`src/rtl/serial_to_parallel.sv`:
```
// Target-side serial bridge: deserializes request frames, replays them on a
// parallel target port and serializes a response frame back for reads.
module serial_to_parallel #(
    parameter int ADDR_WIDTH = 16,
    parameter int DATA_WIDTH = 8,
    parameter int CLK_DIV    = 2,
    parameter int TIMEOUT    = 64
) (
    input  logic                  clk_i,
    input  logic                  rst_ni,
    input  logic                  sdata_i,
    input  logic                  sclk_i,
    input  logic                  svalid_i,
    output logic                  sdata_o,
    output logic                  sclk_o,
    output logic                  svalid_o,
    output logic                  valid_o,
    output logic [ADDR_WIDTH-1:0] addr_o,
    output logic [DATA_WIDTH-1:0] wdata_o,
    output logic                  we_o,
    input  logic                  ready_i,
    input  logic [DATA_WIDTH-1:0] rdata_i,
    input  logic                  err_i,
    output logic                  frame_err_o
);

    localparam int FL    = ADDR_WIDTH + DATA_WIDTH + 2;
    localparam int CNT_W = $clog2(FL + 1);
    localparam int DIV_W = (CLK_DIV > 1) ? $clog2(CLK_DIV) : 1;
    localparam int TMO_W = (TIMEOUT > 1) ? $clog2(TIMEOUT) : 1;

    localparam logic [CNT_W-1:0] BIT_LAST = CNT_W'(FL - 1);
    localparam logic [DIV_W-1:0] DIV_LAST = DIV_W'(CLK_DIV - 1);
    localparam logic [TMO_W-1:0] TMO_LAST = TMO_W'(TIMEOUT - 1);

    localparam logic CMD_WRITE = 1'b1;
    localparam logic CMD_READ  = 1'b0;

    typedef enum logic [1:0] {
        RX_IDLE    = 2'd0,
        BUS        = 2'd1,
        RESP_LOAD  = 2'd2,
        RESP_SHIFT = 2'd3
    } state_t;

    // Parity bit that makes the total count of ones (payload + parity) even.
    function automatic logic even_parity(input logic [FL-2:0] bits);
        return ^bits;
    endfunction

    function automatic logic parity_ok(input logic [FL-1:0] frame);
        return ~(^frame);
    endfunction

    state_t                  r_state;
    state_t                  w_next;

    logic [1:0]              r_sdata_sync;
    logic [2:0]              r_sclk_sync;
    logic [1:0]              r_svalid_sync;

    logic [FL-2:0]           r_rx_shift;
    logic [CNT_W-1:0]        r_rx_cnt;

    logic                    r_valid;
    logic [ADDR_WIDTH-1:0]   r_addr;
    logic [DATA_WIDTH-1:0]   r_wdata;
    logic                    r_we;
    logic [TMO_W-1:0]        r_tmo_cnt;
    logic                    r_frame_err;

    logic                    r_resp_cmd;
    logic [ADDR_WIDTH-1:0]   r_resp_addr;
    logic [DATA_WIDTH-1:0]   r_resp_data;

    logic [FL-1:0]           r_tx_shift;
    logic [CNT_W-1:0]        r_tx_cnt;
    logic [DIV_W-1:0]        r_div_cnt;
    logic                    r_sclk;
    logic                    r_svalid;

    logic                    w_capture;
    logic                    w_frame_done;
    logic [FL-1:0]           w_rx_frame;
    logic                    w_rx_cmd;
    logic [ADDR_WIDTH-1:0]   w_rx_addr;
    logic [DATA_WIDTH-1:0]   w_rx_data;
    logic                    w_rx_par_ok;
    logic                    w_bus_done;
    logic                    w_bus_tmo;
    logic                    w_tx_bit_end;
    logic                    w_tx_last;

    // Two-flop synchronizers; sclk carries one extra stage for edge detection.
    always_ff @(posedge clk_i or negedge rst_ni) begin
        if (!rst_ni) begin
            r_sdata_sync  <= 2'b00;
            r_sclk_sync   <= 3'b000;
            r_svalid_sync <= 2'b00;
        end else begin
            r_sdata_sync  <= {r_sdata_sync[0], sdata_i};
            r_sclk_sync   <= {r_sclk_sync[1:0], sclk_i};
            r_svalid_sync <= {r_svalid_sync[0], svalid_i};
        end
    end

    assign w_capture    = r_sclk_sync[1] & ~r_sclk_sync[2] & r_svalid_sync[1];
    assign w_frame_done = w_capture & (r_rx_cnt == BIT_LAST);
    assign w_rx_frame   = {r_rx_shift, r_sdata_sync[1]};
    assign w_rx_cmd     = w_rx_frame[FL-1];
    assign w_rx_addr    = w_rx_frame[FL-2 -: ADDR_WIDTH];
    assign w_rx_data    = w_rx_frame[DATA_WIDTH:1];
    assign w_rx_par_ok  = parity_ok(w_rx_frame);

    // Receive shifter keeps running in every state so framing never slips.
    always_ff @(posedge clk_i or negedge rst_ni) begin
        if (!rst_ni) begin
            r_rx_shift <= '0;
            r_rx_cnt   <= '0;
        end else if (!r_svalid_sync[1]) begin
            r_rx_cnt   <= '0;
        end else if (w_capture) begin
            r_rx_shift <= {r_rx_shift[FL-3:0], r_sdata_sync[1]};
            r_rx_cnt   <= (r_rx_cnt == BIT_LAST) ? '0 : r_rx_cnt + CNT_W'(1);
        end
    end

    assign w_bus_done   = (r_state == BUS) & ready_i;
    assign w_bus_tmo    = (r_state == BUS) & ~ready_i & (r_tmo_cnt == TMO_LAST);
    assign w_tx_bit_end = (r_state == RESP_SHIFT) & r_sclk & (r_div_cnt == DIV_LAST);
    assign w_tx_last    = w_tx_bit_end & (r_tx_cnt == BIT_LAST);

    // State register.
    always_ff @(posedge clk_i or negedge rst_ni) begin
        if (!rst_ni) begin
            r_state <= RX_IDLE;
        end else begin
            r_state <= w_next;
        end
    end

    // Next-state decode.
    always_comb begin
        w_next = r_state;
        case (r_state)
            RX_IDLE: begin
                if (w_frame_done) begin
                    if (w_rx_par_ok) begin
                        w_next = BUS;
                    end else if (w_rx_cmd == CMD_READ) begin
                        w_next = RESP_LOAD;
                    end else begin
                        w_next = RX_IDLE;
                    end
                end else begin
                    w_next = RX_IDLE;
                end
            end
            BUS: begin
                if (w_bus_done || w_bus_tmo) begin
                    if (r_we) begin
                        w_next = RX_IDLE;
                    end else begin
                        w_next = RESP_LOAD;
                    end
                end else begin
                    w_next = BUS;
                end
            end
            RESP_LOAD: begin
                w_next = RESP_SHIFT;
            end
            RESP_SHIFT: begin
                if (w_tx_last) begin
                    w_next = RX_IDLE;
                end else begin
                    w_next = RESP_SHIFT;
                end
            end
            default: begin
                w_next = RX_IDLE;
            end
        endcase
    end

    // Downstream transaction, timeout and response-field capture.
    always_ff @(posedge clk_i or negedge rst_ni) begin
        if (!rst_ni) begin
            r_valid     <= 1'b0;
            r_addr      <= '0;
            r_wdata     <= '0;
            r_we        <= 1'b0;
            r_tmo_cnt   <= '0;
            r_resp_cmd  <= 1'b0;
            r_resp_addr <= '0;
            r_resp_data <= '0;
        end else begin
            case (r_state)
                RX_IDLE: begin
                    if (w_frame_done && w_rx_par_ok) begin
                        r_valid   <= 1'b1;
                        r_addr    <= w_rx_addr;
                        r_wdata   <= w_rx_data;
                        r_we      <= (w_rx_cmd == CMD_WRITE);
                        r_tmo_cnt <= '0;
                    end else if (w_frame_done && (w_rx_cmd == CMD_READ)) begin
                        r_resp_cmd  <= CMD_WRITE;
                        r_resp_addr <= w_rx_addr;
                        r_resp_data <= '0;
                    end
                end
                BUS: begin
                    if (w_bus_done) begin
                        r_valid     <= 1'b0;
                        r_resp_cmd  <= err_i ? CMD_WRITE : CMD_READ;
                        r_resp_addr <= r_addr;
                        r_resp_data <= rdata_i;
                    end else if (w_bus_tmo) begin
                        r_valid     <= 1'b0;
                        r_resp_cmd  <= CMD_WRITE;
                        r_resp_addr <= r_addr;
                        r_resp_data <= '0;
                    end else begin
                        r_tmo_cnt   <= r_tmo_cnt + TMO_W'(1);
                    end
                end
                default: begin
                    r_valid <= 1'b0;
                end
            endcase
        end
    end

    // Any frame that is bad or arrives while busy is reported and dropped.
    always_ff @(posedge clk_i or negedge rst_ni) begin
        if (!rst_ni) begin
            r_frame_err <= 1'b0;
        end else begin
            r_frame_err <= w_frame_done & ((r_state != RX_IDLE) | ~w_rx_par_ok);
        end
    end

    // Response serializer: data changes at the end of each high phase.
    always_ff @(posedge clk_i or negedge rst_ni) begin
        if (!rst_ni) begin
            r_tx_shift <= '0;
            r_tx_cnt   <= '0;
            r_div_cnt  <= '0;
            r_sclk     <= 1'b0;
            r_svalid   <= 1'b0;
        end else begin
            case (r_state)
                RESP_LOAD: begin
                    r_tx_shift <= {r_resp_cmd, r_resp_addr, r_resp_data,
                                   even_parity({r_resp_cmd, r_resp_addr, r_resp_data})};
                    r_tx_cnt   <= '0;
                    r_div_cnt  <= '0;
                    r_sclk     <= 1'b0;
                    r_svalid   <= 1'b1;
                end
                RESP_SHIFT: begin
                    if (r_div_cnt != DIV_LAST) begin
                        r_div_cnt <= r_div_cnt + DIV_W'(1);
                    end else if (!r_sclk) begin
                        r_div_cnt <= '0;
                        r_sclk    <= 1'b1;
                    end else begin
                        r_div_cnt  <= '0;
                        r_sclk     <= 1'b0;
                        r_tx_shift <= {r_tx_shift[FL-2:0], 1'b0};
                        r_tx_cnt   <= r_tx_cnt + CNT_W'(1);
                        r_svalid   <= ~w_tx_last;
                    end
                end
                default: begin
                    r_sclk   <= 1'b0;
                    r_svalid <= 1'b0;
                end
            endcase
        end
    end

    assign sdata_o     = r_tx_shift[FL-1];
    assign sclk_o      = r_sclk;
    assign svalid_o    = r_svalid;
    assign valid_o     = r_valid;
    assign addr_o      = r_addr;
    assign wdata_o     = r_wdata;
    assign we_o        = r_we;
    assign frame_err_o = r_frame_err;

endmodule

```
`config.mk`:
```
export PLATFORM = sky130hd
export DESIGN_NAME = serial_to_parallel
export DESIGN_NICKNAME = d
export VERILOG_FILES = /design/src/rtl/serial_to_parallel.sv
export SDC_FILE = /design/constraint.sdc
export NUM_CORES = 1
export LEC_CHECK = 0
export BUFFER_PORTS_ARGS = -buffer_cell sky130_fd_sc_hd__clkbuf_2
export CELL_PAD_IN_SITES_DETAIL_PLACEMENT = 2
export CELL_PAD_IN_SITES_GLOBAL_PLACEMENT = 2
export CORE_UTILIZATION = 40
export CTS_CLUSTER_SIZE = 10
export DETAILED_ROUTE_END_ITERATION = 16
export GPL_ROUTABILITY_DRIVEN = 0
export PLACE_DENSITY_LB_ADDON = 0.1
export SYNTH_ARGS = -nofsm -noshare
export SYNTH_HDL_FRONTEND = slang
export SYNTH_SLANG_ARGS = --single-unit
```
`constraint.sdc`:
```
create_clock -name clk_i -period 3.1 [get_ports clk_i]
set_input_delay 0.465 -clock clk_i [delete_from_list [all_inputs] [get_ports clk_i]]
set_output_delay 0.465 -clock clk_i [all_outputs]
set_load 0.02 [all_outputs]
```
======== Word level (Yosys, flattened, before mapping) ========
Cells that the tools add are included.
word-level totals
  word-level logic and storage cells ...... 119
  flip-flop bits (word level) ............. 131
  output and inout bits ................... 30
operators by class
  add/sub/neg operators ................... 4
  reduce and logical (&&, ||, !) cells .... 16
  multiplexer cells ....................... 48
  equality and inequality tests ........... 15
  bitwise gates (word level) .............. 16
operators with widths
  cell                                           count
  two-way mux 16 bit                             4
  two-way mux 26 bit                             2
  one-hot mux 26 bit (2 select lines)            1
  two-way mux 8 bit                              4
  one-hot mux 16 bit (2 select lines)            1
  XOR reduction 26 bit                           1
  two-way mux 5 bit                              5
  XOR reduction 25 bit                           1
  two-way mux 6 bit                              3
  one-hot mux 8 bit (2 select lines)             1
  two-way mux 1 bit                              14
  inequality test 2 bit (second input constant)  7
  two-way mux 2 bit                              6
  one-hot mux 6 bit (2 select lines)             1
  adder 5 x 1 -> 5 bit (second input constant)   2
  AND 1 bit                                      10
  == test 5 bit (second input constant)          2
  one-hot mux 5 bit (2 select lines)             1
  one-hot mux 1 bit (2 select lines)             4
  one-hot mux 2 bit (4 select lines)             1
  AND reduction 2 bit                            4
  AND reduction 4 bit                            2
  adder 6 x 1 -> 6 bit (second input constant)   1
  == test 6 bit (second input constant)          1
  other kinds (12)                               20

======== Longest topological paths before layout ========
  depth after elaboration ................. 8
  depth in mapped cells ................... 9
  mapped depth without buffers ............ 8

======== Least setup slack after synthesis ========
OpenSTA, ideal clock, no wires.
  kind .................................... flip-flop to flip-flop
  start point ............................. register r_rx_shift[18]
  end point ............................... register r_addr[0] (netlist: addr_o[0])
  setup time .............................. 0.125 ns
  arrival time ............................ 2.288 ns
  data required time ...................... 2.975 ns
  path buffers ............................ 2
  cell stages (with the launch flop) ...... 9
  setup slack ............................. 0.687 ns
  cell sequence ........................... dfrtp_1 xnor2_1 xnor2_1 xnor3_1 xnor3_1 or3_1 buf_6 buf_12 mux2_4
between the ends
  longest elaborated chain between the ends .. 4
RTL lines
  element                               line  RTL
  start: declaration                    62    logic [FL-2:0] r_rx_shift;
  start signal: assignment              123   r_rx_shift <= {r_rx_shift[FL-3:0], r_sdata_sync[1]};
  XOR reduction 26 bit                  52    return ~(^frame);
  NOT 1 bit                             52
  logical AND 1 bit                     200   if (w_frame_done && w_rx_par_ok) begin
  AND reduction 2 bit (no source line)  --
  end signal: assignment                202   r_addr <= w_rx_addr;
  end: declaration                      66    logic [ADDR_WIDTH-1:0] r_addr;
Every way passes these cells.
A chain may end at the register's enable or synchronous reset.

======== Worst setup path after layout ========
  start point ............................. register r_rx_shift[6]
  end point ............................... register r_addr[5] (netlist: addr_o[5])
Same word-level chain as after synthesis.

==> impl_results.md <==
* Synth top area cells: dfrtp_1 (53%), mux2_2 (11%), xnor2_1 (5.8%), mux2_4 (4.9%), mux2i_1 (4.7%)
* Iteration count of the initial detailed-routing pass at 4
* Crit. End Element: flip-flop
* Adder-cell area share of the yosys netlist at 0.0102
* Max clock buf depth at 2
* Compound-cell area share of the yosys netlist at 0.0728
* Post-Synth XOR/XNOR Area at 0.0797
* CP Data Required Time at roughly 3.4 ns
* Htree depth at 4
* Worst-path maximum fanout at 20
* Die Span Y at between 100 and 150 um
* CTS tree: built
* Fmax at 0.364 GHz
* Final cell count without fillers at 738
* Crit path time final at between 2 and 3 ns
* Final Slew Violations at 0
* Async S/R FF share, synth at 1.00
* PortBufs at 44
* Hold crit path type: in2async
* Largest family of logic cells by synthesized area: multiplexers
* Peak VDD IR at 0.470 mV
* Cell Rows at 44
* Number of global-route vias before repair at 4,493
* Routed vias at ~3,900
* DR WL/cell at 19.8 um
* Simple-gate share of the synthesized area at 0.0690
* Area grow syn2layout at 17.2%
* Drt initial violations at around 170
* Initial core utilization at 0.417
* Skew-Pair Late Insertion Delay at 0.43 ns
* Most used DFF post-synth: dfrtp_1
* I/O pin cnt at 45
* Commonest cells post-synth: dfrtp_1 (131), mux2_2 (62), nor2_1 (43)
* Fraction of layout cells with a size suffix above 1 at 0.325
* Post-Synthesis Cells at 493
* YS warnings at 0
* Netlist cell types at 41
* Critical path class: reg2reg
* Vias/cell at 5.34
* R2r setup slk at 0.35 ns
* Area leader, netlist: dfrtp_1
* GRT Overall Usage at 0.205
* Worst Setup Slack, final at 0.349 ns
* Sequential cell area fraction in the yosys report at 0.533
* P_leak at 3.47 nW
* Fin util at 0.489
* Post-Syn Nets at 513
* Area of the mapped netlist at 0.00615 mm^2
* Largest net degree at the start of global routing at 83
* Setup violators final at 0
* Detailed Route WL at 14.6 mm
* CTS clock-pin slew for the worst setup and hold paths at 0.06 ns
* Worst slew pin tran at 0.803 ns
* Rel. slew slack at 0.465
* Antenna Nets Post-Route at 0
* Clock sink count at 131
* Multiplexer area fraction after synthesis at 0.210
* # diodes at 0
* Post-synthesis register bit count at 131
* FILL cells at 1,442
* Core box area at 0.0148 mm^2
* RSZ-0062 raised after global routing: false
* Status: finished, final reports clean
* PwrDens at 620 mW/mm^2
* Number of hold buffers added after CTS at 0
* DIE AREA at 0.0159 mm^2
* DIE WIDTH at 126 um
* Max-cap viol count at 0
* CP arrival at 3.06 ns
* Clock skew at 0.00882 ns
* Detailed placer's ending HPWL at 9.37 mm
* Final Hold Vio Count at 0
* Antenna violations before repair at 0
* First-pass GRT wire length at 24.7 mm
* Total clock buffers created by CTS at 17
* Pre-CTS WS at a little over 0.4 ns
* Top cell type's share of synthesized area at 0.533
* Root Buffer: clkbuf_16
* Crit path launch type: flip-flop
* Hold slack at 0.0574 ns
* Number of remaining DRC errors at 0
* Post-Place Cells at a little over 700
* Post_cts resized at 0
* Top-count cell post-synth: dfrtp_1
* Final period utilization at 0.887
* Mean Syn Cell Area at 12.5 um^2
* Post-CTS setup buffers at 0
* Final Net Count at 561
* Setup TNS at 0 ns
* Remaining Overflow, GRT at 0
* EDFF count, synth at 0
==> power breakdown <==
group / internal (W) / total, W / switching [W]
logic: 0.000259 / 0.000472 / 0.000213
registers: 0.00177 / 0.00184 / 0.0000685
clock network: 0.00139 / 0.00217 / 0.000780
==> registers in the layout, summed over array words and instances (netlist names), 2 cells and up <==
| signal | cells |
|---|---|
| r_sdata_sync | 2 |
| r_state | 2 |
| r_sclk_sync | 3 |
| r_svalid_sync | 2 |
| r_resp_addr | 16 |
| r_tx_shift | 26 |
| addr_o | 16 |
| wdata_o | 8 |
| r_rx_cnt | 5 |
| r_tx_cnt | 5 |
| r_resp_data | 8 |
| r_tmo_cnt | 6 |
| r_rx_shift | 25 |
==> per-stage QoR <==
stage	power (W)	instance area [um^2]
floorplan	0.00221	6150
global placement	0.00233	6580
detailed placement	0.00234	6580
CTS	0.00455	7210
global route	0.00466	7210
finish	0.00447	7210
==> worst paths after layout <==
kind | startpoint | to | cells after the start
max | r_rx_shift[6] | addr_o[5] | 7
min | rst_ni | r_resp_data[6] | 1
max reg2reg | r_rx_shift[6] | addr_o[5] | 7
min reg2reg | r_sclk_sync[0] | r_sclk_sync[1] | 0
max in group asynchronous | rst_ni | wdata_o[4] | 2
min in group clk_i | svalid_i | r_svalid_sync[0] | 1
==> cell type report <==
cell class,count,area [um^2],share of cell area
flip-flops and latches,131,3280,0.455
multi-input cells,331,2730,0.378
clock buffers,19,453,0.0628
repair buffers,52,312,0.0432
well taps,184,230,0.0319
clock inverters,13,181,0.0252
inverters,8,30.0,0.00417
==> cell families (layout without fill, tap and decap cells) <==
logic type,after synthesis,after routing
adder cells (fa/ha/maj),5,5
multiplexers,111,111
AND/OR/NAND/NOR,91,91
buffers and inverters,31,92
XOR/XNOR,52,52
AO/OA/AOI/OAI,72,72
flip-flops,131,131
==> layer usage <==
metal | GRT usage | share of wire | vias to the layer above
met3 | 0.0484 | 0.031 | 15
met1 | 0.264 | 0.45 | 2051
met4 | 0.0659 | 0.011 | 0
met2 | 0.339 | 0.51 | 46
met5 | 0 | 0 | -
li1 | - | - | 1829
==> layout by cell type (no fill, tap or decap), types with 3 or more instances in the layout <==
cell type	Yosys	layout
inv_1	8	8
dfrtp_1	131	131
a21oi_1	38	38
nand3_1	5	5
o21ai_0	7	7
xor2_1	8	8
nor2_1	43	43
buf_4	0	6
clkbuf_2	0	43
bufinv_16	0	4
mux2i_1	29	29
o22ai_1	3	3
ha_1	5	5
clkbuf_16	0	17
nand4_1	4	4
mux2_2	62	62
a31o_2	7	7
nand2_1	16	16
clkinv_2	0	4
mux2_4	20	20
nor2b_1	6	6
or2_2	3	3
xnor2_1	41	41
a22o_1	9	9
==> worst max-delay path, cell delays in order, from the launching register on <==
cell,delay (ns)
dfrtp_1,0.42
xnor2_1,0.25
xnor2_1,0.13
xnor2_1,0.23
xnor3_1,0.51
or3_1,0.54
buf_12,0.24
mux2_4,0.31
No activity file was read; power rests on OpenSTA's default activity.
